File: src/rtl/bisr_remap.sv
// Built-in self-repair remap: captures BIST failing addresses into spare entries, then redirects hits.
// Macro BISR_DUPCHK_EN enables the duplicate-address filter during capture.
module bisr_remap #(
  parameter int unsigned AW     = 16,
  parameter int unsigned DW     = 8,
  parameter int unsigned NSPARE = 8
) (
  input  logic                      CLK,
  input  logic                      RSTN,
  input  logic                      BISR_EN,
  input  logic                      bist_start,
  input  logic                      bist_done,
  input  logic                      fail_vld,
  input  logic [AW-1:0]             fail_addr,
  input  logic                      clr,
  input  logic                      acc_vld,
  input  logic                      acc_we,
  input  logic [AW-1:0]             acc_addr,
  input  logic [DW-1:0]             acc_wdata,
  output logic                      acc_hit,
  output logic [DW-1:0]             acc_rdata,
  output logic [$clog2(NSPARE):0]   repair_cnt,
  output logic                      repair_ovf,
  output logic                      repair_ok
);

  localparam int unsigned IW = $clog2(NSPARE);
  localparam int unsigned CW = IW + 1;

  typedef enum logic [1:0] {IDLE, COLLECT, LOCKED, FAIL} state_t;

  state_t            state, state_next;
  logic [AW-1:0]     addr_q  [NSPARE];
  logic [DW-1:0]     data_q  [NSPARE];
  logic [NSPARE-1:0] valid_q;

  logic          dup_hit;
  logic          full;
  logic          fail_take;
  logic          alloc;
  logic          ovf_set;
  logic          ovf_next;
  logic          clear_all;
  logic          lk_vld;
  logic          lk_match;
  logic [IW-1:0] lk_idx;
  logic [IW-1:0] cnt_idx;

  // Capture qualification and duplicate filter
  always_comb begin
    dup_hit = 1'b0;
`ifdef BISR_DUPCHK_EN
    for (int unsigned i = 0; i < NSPARE; i++) begin
      if (valid_q[i] && (addr_q[i] == fail_addr)) dup_hit = 1'b1;
    end
`endif
    full      = (repair_cnt == CW'(NSPARE));
    clear_all = clr || (BISR_EN && bist_start && ((state == IDLE) || (state == COLLECT)));
    fail_take = BISR_EN && (state == COLLECT) && fail_vld && !clr && !bist_start;
    alloc     = fail_take && !dup_hit && !full;
    ovf_set   = fail_take && !dup_hit && full;
    ovf_next  = repair_ovf || ovf_set;
    cnt_idx   = repair_cnt[IW-1:0];
  end

  // Parallel lookup; lowest matching index wins
  always_comb begin
    lk_match = 1'b0;
    lk_idx   = '0;
    for (int unsigned i = 0; i < NSPARE; i++) begin
      if (!lk_match && valid_q[i] && (addr_q[i] == acc_addr)) begin
        lk_match = 1'b1;
        lk_idx   = IW'(i);
      end
    end
    lk_vld = BISR_EN && (state == LOCKED) && acc_vld && !clr;
  end

  always_comb begin
    state_next = state;
    if (clr) begin
      state_next = IDLE;
    end else if (BISR_EN) begin
      case (state)
        IDLE:    if (bist_start) state_next = COLLECT;
        COLLECT: begin
          if (bist_start)     state_next = COLLECT;
          else if (bist_done) state_next = ovf_next ? FAIL : LOCKED;
        end
        LOCKED:  state_next = LOCKED;
        FAIL:    state_next = FAIL;
        default: state_next = IDLE;
      endcase
    end
  end

  always_ff @(posedge CLK) begin
    if (!RSTN) begin
      state     <= IDLE;
      repair_ok <= 1'b0;
    end else begin
      state     <= state_next;
      repair_ok <= (state_next == LOCKED);
    end
  end

  // Spare register file, counters and registered lookup results
  always_ff @(posedge CLK) begin
    if (!RSTN) begin
      valid_q    <= '0;
      repair_cnt <= '0;
      repair_ovf <= 1'b0;
      acc_hit    <= 1'b0;
      acc_rdata  <= '0;
      for (int unsigned i = 0; i < NSPARE; i++) begin
        addr_q[i] <= '0;
        data_q[i] <= '0;
      end
    end else if (clear_all) begin
      valid_q    <= '0;
      repair_cnt <= '0;
      repair_ovf <= 1'b0;
      acc_hit    <= 1'b0;
      for (int unsigned i = 0; i < NSPARE; i++) begin
        addr_q[i] <= '0;
        data_q[i] <= '0;
      end
    end else begin
      acc_hit <= lk_vld && lk_match;
      if (alloc) begin
        addr_q[cnt_idx]  <= fail_addr;
        data_q[cnt_idx]  <= '0;
        valid_q[cnt_idx] <= 1'b1;
        repair_cnt       <= repair_cnt + CW'(1);
      end
      if (ovf_set) repair_ovf <= 1'b1;
      if (lk_vld && lk_match) begin
        if (acc_we) data_q[lk_idx] <= acc_wdata;
        else        acc_rdata      <= data_q[lk_idx];
      end
    end
  end

endmodule

File: config.mk
export PLATFORM = sky130hd
export DESIGN_NAME = bisr_remap
export DESIGN_NICKNAME = d
export VERILOG_FILES = /design/src/rtl/bisr_remap.sv
export SDC_FILE = /design/constraint.sdc
export NUM_CORES = 1
export LEC_CHECK = 0
export CORE_MARGIN = 5
export CORE_UTILIZATION = 50
export DETAILED_ROUTE_END_ITERATION = 16
export PLACE_DENSITY = 0.69
export SKIP_CTS_REPAIR_TIMING = 1
export SYNTH_ARGS = -nofsm -noshare
export SYNTH_HDL_FRONTEND = slang
export SYNTH_SLANG_ARGS = --single-unit
export TNS_END_PERCENT = 50
File: constraint.sdc
create_clock -name CLK -period 8.2 [get_ports CLK]
set_input_delay 0.82 -clock CLK [delete_from_list [all_inputs] [get_ports CLK]]
set_output_delay 0.82 -clock CLK [all_outputs]
set_load 0.01 [all_outputs]
# Word level (Yosys, flattened, before mapping)
# Memories as Yosys holds them, arrays and structs flattened. A register that Yosys moved wholly into a read port is not among the register bits.
# Cells that the tools add are included.
[totals] reg_bits=17 ramBits=192 output_inout_bits=15 wordCells=154 n_memories=2
[classes] n_addsub=1 n_lt_le_gt_ge=2 n_eq_ne=13 mux=62 bitwise=20 n_reduce_logical=48
[memory_table] memory="addr_q" words=8 width=16 rd=8 rd_clocked_by_memory_dff=0 write_ports=8 line="33" text="logic [AW-1:0] addr_q [NSPARE];"
[memory_table] memory="data_q" words=8 width=8 rd=1 rd_clocked_by_memory_dff=1 write_ports=8 line="34" text="logic [DW-1:0] data_q [NSPARE];"
[ops] cell="$mux W16" count=9
[ops] cell="$eq A16 B16 Y1" count=8
[ops] cell="$mux W8" count=10
[ops] cell="$logic_and A1 B1 Y1" count=28
[ops] cell="$mux W1" count=27
[ops] cell="$mux W3" count=9
[ops] cell="$or A1 B1 Y1" count=16
[ops] cell="$reduce_or A16 Y1" count=1
[ops] cell="$reduce_or A8 Y1" count=2
[ops] cell="$logic_not A1 Y1" count=11
[ops] cell="$mux W2" count=5
[ops] cell="$or A8 B8 Y8" count=1
[ops] cell="$pmux W2 S4" count=1
[ops] cell="$eq A2 B2 Y1 const B" count=3
[ops] cell="$add A4 B1 Y4 const B" count=1
[ops] cell="$eq A4 B4 Y1 const B" count=1
[ops] cell="$lt A3 B4 Y1 const B" count=1
[ops] cell="$demux W1 S3" count=1
[ops] cell="$ge A3 B1 Y1 const B" count=1
[ops] cell="$logic_or A1 B1 Y1" count=3
[ops] cell="$not A1 Y1" count=3
[ops] cell="$reduce_and A3 Y1" count=1
[ops] cell="$eq A2 B1 Y1 const B" count=1
[ops] cell="$logic_not A2 Y1" count=1
[ops] cell="$reduce_or A2 Y1" count=1

# Logic depth before layout (Yosys ltp)
# Gate-level depths: netlist of the first run.
# An unclocked memory read counts as a cell.
[depth] word_depth=39 ltp_mapped=12

# Worst setup path after synthesis of the first run
# OpenSTA, ideal clock, no wires.
[synth_timing] path_kind="input to register" from="input port acc_addr[14]" to="memory data_q[3][0], enable pin" arrival_time_ps=3592 required_time_ps=7871 setup_slack_ps=4280 path_stages=10 n_path_buf=2 cell_sequence="buf_2 -> xor2_1 -> or4_1 -> or4_1 -> o31a_1 -> o32a_1 -> buf_6 -> o41ai_4 -> nand2_2 -> nand2_1"
[synth_rtl] element="from (decl)" line="18" text="input logic [AW-1:0] acc_addr,"
[synth_rtl] element="to (decl)" line="34"

==> results.ini, run 1 <==
[clock_tree]
numCtsBuffers = 23
clockRootBuffer = clkbuf_16
clkSinkCount = 217
clk_pin_slew_worst_paths_ns = 0.06
htreeDepth = 1
cts_tree = yes
cts_max_path_buffers = 3
clock_latency_ns = 0.52

[synth]
synthArstFlopShare_pct = 0
ys_seq_elements = 217
synth_compound_area_share_pct = 4.83
synth_edf_count = 192
yosysUniqueCellTypes = 56
synth_mux_area_share_pct = 3.11
synth-main-ff-cell = edfxtp_1
ys_seq_area_share_pct = 57.2
synth_top_family_by_area = simple AND/OR/NAND/NOR gates
synth_xor_area_share_pct = 10.3
ys_warn_count = 0
syn-num-nets = 987
synthCells = 936
syn_avg_cell_area_um2 = 11.7
synth-simple-area-share_pct = 22.2
synthAdderAreaFrac_pct = 0.228
syn-cell-area_mm2 = 0.0110

[detailed_routing]
drt_iter0_markers = 639
wirelength_um = 30600
routed-via-count = 7699
avgRoutedWirePerCell_um = 23.9
ant_nets = 0
drc_errors = 0
dr.pass1.iters = 5
avgViaCountPerCell = 6.01

[worst_setup_path]
cp_slowest_cell = clkdlybuf4s50_1
required_ns = 8.37
critPathLaunchType = input pin
r2r_setup_slack_ns = 4.18
path_delay_family = compound AO/OA/AOI/OAI gates
crit_chain = clkdlybuf4s50_1, xor2_1, nor4_1, nand4_1, o22ai_1, or2_2, o32a_1, a32o_1, nand2_1, nand2_1
cp_max_fo = 13
cp_common_cell = nand2_1
cp_data_arrival_time_ns = 4.92
path_buf_inv = 1
cp_slowest_stage_delay_ns = 0.99
crit_path_end_kind = register
crit_type = input pin to register

[floorplan]
start_util_pct = 50.5
num_rows = 54
core_area_mm2 = 0.0217
dieHeight_um = 158
die_w_um = 158
io_pins = 64
die_area_mm2 = 0.0250

[finish]
final_area_mm2 = 0.0125
final_cell_mix = edfxtp_1 (192), nor2_1 (86), and2_1 (72), and3_1 (71), xnor2_1 (70)
antennaDiodeCount = 0
drive_gt1_share_pct = 7.39
syn2layout_area_growth_pct = 14.5
layout_commonest_cell = edfxtp_1
fin_nets = 1035

[sta]
slew_violations = 0
tns_ns = 0
worstMarginPinSlew_ns = 1.02
skew_ns = 0.0236
slew_headroom_pct = 31.2
fmaxAchievable_ghz = 0.210
finalCritPeriodShare_pct = 57.9
finalSetupViolCount = 0
hold_viol_final = 0
fin_crit_ns = 4.75
rsz0062_at_grt = false

[power_and_ir_drop]
powerDensity_mw_per_mm2 = 197
power_leakage_uw = 0.00485
ir_drop_mv = 0.141
p_clk_share_pct = 41.3
switching_share_pct = 22.7
finalPower_uw = 2480
p_int_uw = 1920
seqPwrFrac_pct = 51.0
comb_power_share_pct = 7.6
power_switching_uw = 561

[grt]
gr-total-overflow = 0
grt_pass1_vias = 7622
track_usage_pct = 24.6
antenna_found_initial = 0
grt_max_degree = 70
grt_pass1_wl_um = 45500

[outcome]
outcome = finished, final reports clean

[placement]
gp_congestion = 0.965
io_buffers = 63
placed_area_mm2 = 0.0118
post-dp-hpwl_um = 21300

[hold_path]
hold_path.class = register to register

[job]
cap_violations = 0

[state kept, by name (all words and copies together) (netlist names)]
register	cells
data_q	64
acc_hit	1
valid_q	8
repair_ovf	1
repair_ok	1
repair_cnt	4
state	2
acc_rdata	8
addr_q	128
[area by class of cell]
| type | instances | area (µm²) |
|---|---|---|
| multi-input cells | 667 | 4480 |
| inverters | 4 | 15.0 |
| repair buffers | 71 | 691 |
| clock inverters | 4 | 25.0 |
| fillers | 1807 | 9140 |
| flip-flops and latches | 217 | 6270 |
| clock buffers | 38 | 723 |
| well taps | 280 | 350 |
[worst register-to-register path: stages, from the launching register on]
cell,delay [ns]
edfxtp_1,0.41
xor2_1,0.17
nor4_1,0.43
nand4_1,0.24
o22ai_1,0.83
or2_2,0.24
o32a_1,0.49
a32o_1,0.29
nand2_1,0.21
nand2_1,0.35
[metrics by stage]
stage	utilization [%]	cells	hold slack [ns]	setup WS, ns
after CTS	57.9	1281	0.477	3.50
final	57.9	1281	0.479	3.45
after detailed placement	54.4	1239	0.463	2.98
after global routing	57.9	1281	0.508	3.27
after global placement	54.4	1239	0.454	3.13
after floorplan	-	936	0.449	4.28
[cell usage after synthesis (4+ instances only)]
master	count	area share (%)
edfxtp_1	192	53
nor2_1	87	3.0
and2_1	72	4.1
and3_1	71	4.1
xnor2_1	70	5.6
nand2_1	59	2.0
xor2_1	59	4.7
clkbuf_1	34	1.2
dfxtp_1	25	4.6
nand4_1	25	1.4
o211ai_1	19	1.3
nor4_1	18	1.0
mux2_2	16	1.6
mux2i_1	16	1.5
nand2b_1	16	0.91
nand3_1	14	0.64
nor3_1	12	0.55
buf_2	11	0.50
and4_1	10	0.80
nor3b_1	9	0.62
a21o_1	8	0.55
a21oi_1	8	0.37
or4_1	8	0.55
nor4bb_1	6	0.55
a211o_1	5	0.40
and4b_1	5	0.46
o21ai_0	5	0.23
inv_1	4	0.14
nand4b_1	4	0.32
o21ai_1	4	0.18
or2_2	4	0.23
[path summary, 6_finish.rpt]
check,startpoint,endpoint,cells after the start
setup / recovery,acc_addr[15],data_q[6][4],10
hold / removal,acc_rdata[5],acc_rdata[5],2
setup reg to reg,addr_q[1][5],data_q[6][4],9
hold reg to reg,acc_rdata[5],acc_rdata[5],2
[power by group through the flow]
stage	Clock (µW)	Combinational [µW]	Sequential, µW
after floorplan	0	112	1280
after global placement	0	185	1290
after detailed placement	0	185	1290
after CTS	1040	186	1260
after global routing	1090	201	1270
final	1020	189	1260
[cell families (layout without fill, tap and decap cells)]
| family | after synthesis | after routing |
|---|---|---|
| and+or+nand+nor | 433 | 433 |
| DFF | 217 | 217 |
| xor gates and xnor gates | 129 | 129 |
| AOI/OAI and AO/OA | 71 | 71 |
| buffers and inverters | 52 | 117 |
| muxes | 32 | 32 |
| adders and majority gates | 2 | 2 |
[routing by layer]
| metal | routed length (µm) | share of wire (%) | up-vias | GRT usage (%) |
|---|---|---|---|---|
| li1 | - | - | 3517 | - |
| met1 | 11900 | 39 | 3735 | 31.9 |
| met2 | 14300 | 47 | 364 | 39.8 |
| met3 | 2910 | 9.5 | 83 | 4.98 |
| met4 | 1580 | 5.2 | 0 | 12.0 |
| met5 | 0 | 0 | - | 0 |
No activity file was read; power rests on OpenSTA's default activity.
==> run 2, diff against run 1 <==
--- a/config.mk
+++ b/config.mk
@@ -8,7 +8,7 @@
 export CORE_MARGIN = 5
 export CORE_UTILIZATION = 50
 export DETAILED_ROUTE_END_ITERATION = 16
-export PLACE_DENSITY = 0.69
+export PLACE_DENSITY = 0.71
 export SKIP_CTS_REPAIR_TIMING = 1
 export SYNTH_ARGS = -nofsm -noshare
 export SYNTH_HDL_FRONTEND = slang
==> constraint.sdc (replaced) <==
create_clock -name CLK -period 4.3 [get_ports CLK]
set_input_delay 0.43 -clock CLK [delete_from_list [all_inputs] [get_ports CLK]]
set_output_delay 0.43 -clock CLK [all_outputs]
set_load 0.01 [all_outputs]
==> run 2 against run 1 <==
Effect of this change: critical endpoint is now data_q[7][4]; sequential share of layout area down 1.3 points; global-route usage down 0.085 points; combinational power up 100%.
==> results.ini, run 2 (same netlist as run 1, synthesis figures left out) <==
[outcome]
outcome = finished, final reports clean  ; unchanged

[worst_setup_path]
cp_slowest_cell = clkdlybuf4s50_1  ; unchanged
crit_chain = clkdlybuf4s50_1, xor2_1, nor4_1, nand2_1, or4_1, o31a_1, o32a_1, o41ai_4, nand2_2, nand2_1  ; was clkdlybuf4s50_1, xor2_1, nor4_1, nand4_1, o22ai_1, or2_2, o32a_1, a32o_1, nand2_1, nand2_1
cp_data_arrival_time_ns = 3.81  ; was 4.92 ns
cp_max_fo = 8  ; was 13
path_delay_family = simple AND/OR/NAND/NOR gates  ; was compound AO/OA/AOI/OAI gates
cp_slowest_stage_delay_ns = 0.65  ; was 0.99 ns
r2r_setup_slack_ns = 0.79  ; was 4.18 ns
required_ns = 4.49  ; was 8.37 ns
crit_type = input pin to register  ; unchanged
path_buf_inv = 1  ; unchanged
cp_common_cell = nand2_1  ; unchanged
crit_path_end_kind = register  ; unchanged
critPathLaunchType = input pin  ; unchanged

[grt]
grt_pass1_wl_um = 45600  ; was 45,500 µm
antenna_found_initial = 2  ; was 0
gr-total-overflow = 0  ; unchanged
grt_max_degree = 37  ; was 70
track_usage_pct = 24.6  ; about the same
grt_pass1_vias = 7765  ; was 7,622

[placement]
post-dp-hpwl_um = 21700  ; was 21,300 µm
place_inst = 1281  ; was 1,239
io_buffers = 63  ; unchanged
gp_congestion = 0.915  ; was 0.965
pre_cts_slack_ns = 0.172  ; was 2.98 ns

[finish]
fill_cells = 1771  ; was 1,807
layout_commonest_cell = edfxtp_1  ; unchanged
instances_no_fill = 1326  ; was 1,281
syn2layout_area_growth_pct = 17.7  ; was 14.5%
final_cell_mix = edfxtp_1 (192), nor2_1 (86), and2_1 (72), and3_1 (71), xnor2_1 (70)  ; unchanged
ff_latch_area_mm2 = 0.00627  ; unchanged
reg_top3 = addr_q x128, data_q x64  ; unchanged
fin_nets = 1078  ; was 1,035
largest_reg_flops = 128  ; unchanged
multi_input_area_mm2 = 0.00447  ; was 0.00448 mm²
final_core_util_pct = 59.4  ; was 57.9%
drive_gt1_share_pct = 11.2  ; was 7.39%
top_register = addr_q  ; unchanged

[sta]
skew_ns = 0.0176  ; was 0.0236 ns
worstMarginPinSlew_ns = 1.13  ; was 1.02 ns
finalCritPeriodShare_pct = 84.3
fin_crit_ns = 3.63
tns_ns = 0  ; unchanged
hold_viol_final = 0  ; unchanged
rsz0062_at_grt = false  ; unchanged
slew_violations = 0  ; unchanged
slew_headroom_pct = 24.2  ; was 31.2%
fmaxAchievable_ghz = 0.276
layout_setup_ws_ns = 0.674  ; was 3.45 ns
finalSetupViolCount = 0  ; unchanged

[power_and_ir_drop]
powerDensity_mw_per_mm2 = 371  ; was 197 mW/mm²
finalPower_uw = 4780  ; was 2480 µW
ir_drop_mv = 0.308  ; was 0.141 mV
power_leakage_uw = 0.00506  ; was 0.00485 µW

[clock_tree]
numCtsBuffers = 24  ; was 23
htreeDepth = 1  ; unchanged
clkSinkCount = 217  ; unchanged
clock_latency_ns = 0.52  ; about the same
clockRootBuffer = clkbuf_16  ; unchanged
clk_pin_slew_worst_paths_ns = 0.06  ; about the same
cts_tree = yes  ; unchanged
cts_max_path_buffers = 3  ; unchanged

[detailed_routing]
drc_errors = 0  ; unchanged
avgRoutedWirePerCell_um = 23.1  ; was 23.9 µm
ant_nets = 0  ; unchanged
routed-via-count = 7909  ; was 7,699
drt_iter0_markers = 714  ; was 639
dr.pass1.iters = 5  ; unchanged
avgViaCountPerCell = 5.96  ; was 6.01
wirelength_um = 30700  ; was 30,600 µm

[hold_path]
hold_path.class = register to register  ; unchanged

[floorplan]
die_w_um = 158  ; unchanged
dieHeight_um = 158  ; unchanged
start_util_pct = 50.5  ; unchanged
die_area_mm2 = 0.0250  ; unchanged
core_area_mm2 = 0.0217  ; unchanged
num_rows = 54  ; unchanged
io_pins = 64  ; unchanged

[job]
cap_violations = 0  ; unchanged

## run 2: metal layers
| metal | up-vias | wire length (µm) | part of all wire (%) | GRT usage (%) |
|---|---|---|---|---|
| met4 | 4 | 1370 | 4.5 | 9.71 |
| met1 | 3812 | 12100 | 39 | 32.6 |
| met3 | 95 | 2770 | 9.0 | 3.69 |
| met2 | 398 | 14400 | 47 | 40.9 |
| met5 | - | 29 | 0.095 | 0 |
| li1 | 3600 | - | - | - |
## run 2: per-stage QoR
step / hold slack (ns) / instance area, µm²
3_5_place_dp: 0.478 / 12100
2_1_floorplan: 0.449 / 11000
3_3_place_gp: 0.452 / 12100
6_report: 0.479 / 12900
5_1_grt: 0.512 / 12900
4_1_cts: 0.492 / 12900
## run 2: path summary, 6_finish.rpt
check / startpoint / end / depth (start not counted)
worst min register to register: acc_rdata[2] / acc_rdata[2] / 2
worst max register to register: addr_q[7][6] / data_q[7][4] / 8
worst min-delay path: acc_rdata[2] / acc_rdata[2] / 2
worst max-delay path: acc_addr[2] / data_q[7][4] / 10
## run 2: final cells by class
type	count	share of cell area (%)
sequential	217	48.6
multi-input combinational	667	34.7
timing repair buffer	113	7.90
clock buffer	31	5.26
tap	280	2.72
clock inverter	13	0.670
inverter	4	0.116
antenna	1	0.0194
## run 2: worst min-delay path, stage by stage, from the launching register on
cell and delay (ns):
dfxtp_1 0.33, nand2_1 0.05, o211ai_1 0.07
## run 2: where the power goes
group          internal [µW]  leakage [µW]  switching (µW)  total [µW]
registers               2370       0.00238            34.4        2410
logic                    148       0.00231             233         381
clock network           1170      0.000379             830        2000
==> run 3, diff against run 2 <==
==> constraint.sdc (replaced) <==
create_clock -name CLK -period 3 [get_ports CLK]
set_input_delay 0.3 -clock CLK [delete_from_list [all_inputs] [get_ports CLK]]
set_output_delay 0.3 -clock CLK [all_outputs]
set_load 0.01 [all_outputs]
==> run 3 against run 2 <==
Effect of this change: the run now ends with negative setup slack left; sequential power up 43%; via count increased by 3.2%; global-route usage decreased by 0.078 points; power increased by 46%; critical path type is now register to register; die area unchanged.
==> results.ini, run 3 (same netlist as run 1, synthesis figures left out) <==
[worst_setup_path]
critPathLaunchType = register  ; was input pin
cp-startpoint = addr_q[7][8]  ; was acc_addr[2]
cp_data_arrival_time_ns = 3.40  ; was 3.81 ns
crit_chain = xor2_1, or4_4, or4_4, o31a_1, o32a_1, buf_6, o41ai_4, nand2_2, nand2_4  ; was clkdlybuf4s50_1, xor2_1, nor4_1, nand2_1, or4_1, o31a_1, o32a_1, o41ai_4, nand2_2, nand2_1
cp_slowest_stage_delay_ns = 0.55  ; was 0.65 ns
path_delay_family = simple AND/OR/NAND/NOR gates  ; unchanged
required_ns = 3.22  ; was 4.49 ns
cp_max_fo = 8  ; unchanged
r2r_setup_slack_ns = -0.17  ; was 0.79 ns
path_buf_inv = 1  ; unchanged
crit_path_end_kind = register  ; unchanged
cp_slowest_cell = or4_4  ; was clkdlybuf4s50_1
r2r_start = addr_q[7][8]  ; was addr_q[7][6]
crit_type = register to register  ; was input pin to register
cp_common_cell = or4_4  ; was nand2_1

[sta]
tns_ns = -8.63  ; was 0 ns
finalCritPeriodShare_pct = 106
rsz0062_at_grt = true  ; was false
skew_ns = 0.0116  ; was 0.0176 ns
fin_crit_ns = 3.17
fmaxAchievable_ghz = 0.315
layout_setup_ws_ns = -0.174  ; was 0.674 ns
hold_viol_final = 0  ; unchanged
finalSetupViolCount = 81  ; was 0
slew_headroom_pct = 58.7  ; was 24.2%
worstMarginPinSlew_ns = 0.615  ; was 1.13 ns
slew_violations = 0  ; unchanged

[grt]
use_met3_pct = 3.12  ; was 3.69%
grt_max_degree = 47  ; was 37
busiest_layer = met2  ; unchanged
grt_use_met2_pct = 41.4  ; was 40.9%
track_usage_pct = 24.5  ; was 24.6%
gr-total-overflow = 0  ; unchanged
grt_pass1_vias = 8053  ; was 7,765
antenna_found_initial = 0  ; was 2
grt_pass1_wl_um = 46500  ; was 45,600 µm
grt_use_met1_pct = 32.7  ; was 32.6%

[placement]
gp_congestion = 0.951  ; was 0.915
io_buffers = 63  ; unchanged
pre_cts_slack_ns = -0.677  ; was 0.172 ns
post-dp-hpwl_um = 22400  ; was 21,700 µm

[detailed_routing]
avgViaCountPerCell = 5.68  ; was 5.96
wirelength_um = 30800  ; was 30,700 µm
avgRoutedWirePerCell_um = 21.4  ; was 23.1 µm
drc_errors = 0  ; unchanged
routed-via-count = 8166  ; was 7,909
drt_iter0_markers = 701  ; was 714
ant_nets = 0  ; unchanged
dr.pass1.iters = 5  ; unchanged

[floorplan]
dieHeight_um = 158  ; unchanged
die_w_um = 158  ; unchanged
io_pins = 64  ; unchanged
core_area_mm2 = 0.0217  ; unchanged
die_area_mm2 = 0.0250  ; unchanged
start_util_pct = 50.5  ; unchanged
num_rows = 54  ; unchanged

[clock_tree]
numCtsBuffers = 24  ; unchanged
clk_pin_slew_worst_paths_ns = 0.06  ; about the same
clockRootBuffer = clkbuf_16  ; unchanged
clkSinkCount = 217  ; unchanged
htreeDepth = 1  ; unchanged
clock_latency_ns = 0.52  ; about the same
cts_tree = yes  ; unchanged
cts_max_path_buffers = 3  ; unchanged

[finish]
reg_top3 = addr_q x128, data_q x64  ; unchanged
drive_gt1_share_pct = 23.6  ; was 11.2%
fill_cells = 1639  ; was 1,771
final_cell_mix = edfxtp_1 (192), buf_4 (143), nor2_1 (84), and2_1 (72), and3_1 (71)  ; was edfxtp_1 (192), nor2_1 (86), and2_1 (72), and3_1 (71), xnor2_1 (70)
largest_reg_flops = 128  ; unchanged
top_register = addr_q  ; unchanged
antennaDiodeCount = 0  ; was 1
layout_commonest_cell = edfxtp_1  ; unchanged
syn2layout_area_growth_pct = 29.3  ; was 17.7%
fin_nets = 1191  ; was 1,078

[power_and_ir_drop]
power_leakage_uw = 0.00578  ; was 0.00506 µW
powerDensity_mw_per_mm2 = 495  ; was 371 mW/mm²
ir_drop_mv = 0.480  ; was 0.308 mV

[outcome]
outcome = complete, but fails checks  ; was finished, final reports clean
violations = negative setup slack

[hold_path]
min-delay-start = bist_done  ; was acc_rdata[2]
hold_path.class = input pin to register  ; was register to register

[job]
cap_violations = 0  ; unchanged

## run 3: cell types whose count changed in the layout (fill, tap and decap cells not counted), moves of 5 or more
cell | previous run | this run
buf_4 | 49 | 143
nand2_1 | 59 | 47
buf_6 | 0 | 11
buf_12 | 1 | 9
clkdlybuf4s50_1 | 63 | 55
dlymetal6s2s_1 | 0 | 8
nand2_2 | 2 | 9
nor4_1 | 18 | 12
nor4_2 | 0 | 6
or4_1 | 8 | 2
or4_4 | 0 | 6
nand2_4 | 0 | 5
## run 3: final timing paths
path	end	depth (start not counted)
max	data_q[3][2]	9
min	state[1]	3
max reg2reg	data_q[3][2]	9
min reg2reg	acc_rdata[1]	2
## run 3: power by group
part           total [µW]  internal (µW)  leakage [µW]  switching, µW
sequential           3450           3400       0.00238           48.9
clock                2900           1730      0.000382           1170
combinational         659            296       0.00301            362
## run 3: tightest hold or removal path: stages
cell,delay (ns)
clkdlybuf4s50_1,0.47
a31oi_1,0.10
nor2_1,0.08
## run 3: layout make-up
cell class	count	area, µm²	area share, %
Inverter	4	18.8	0.133
Multi-Input combinational cell	667	4720	33.4
Sequential cell	217	6270	44.2
Tap cell	280	350	2.47
Clock buffer	29	661	4.66
Timing Repair Buffer	226	2030	14.3
Clock inverter	14	115	0.813
## run 3: stage by stage
| step | hold WS (ns) | cells | total power, µW | instance area (µm²) | util, % |
|---|---|---|---|---|---|
| final | 0.473 | 1437 | 7000 | 14200 | 65.3 |
| after global routing | 0.514 | 1437 | 7220 | 14200 | 65.3 |
| after CTS | 0.459 | 1432 | 7020 | 13900 | 64.2 |
| after detailed placement | 0.462 | 1389 | 4140 | 13200 | 60.6 |
| after global placement | 0.453 | 1389 | 4130 | 13200 | 60.6 |
| after floorplan | 0.449 | 936 | 3810 | 11100 | - |
## run 3: metal layers
metal / vias to the layer above / wire (µm) / part of all wire (%)
met5: - / 0 / 0
met4: 0 / 1210 / 3.9
met3: 69 / 1800 / 5.8
met2: 307 / 15000 / 49
met1: 3954 / 12700 / 41
li1: 3836 / - / -
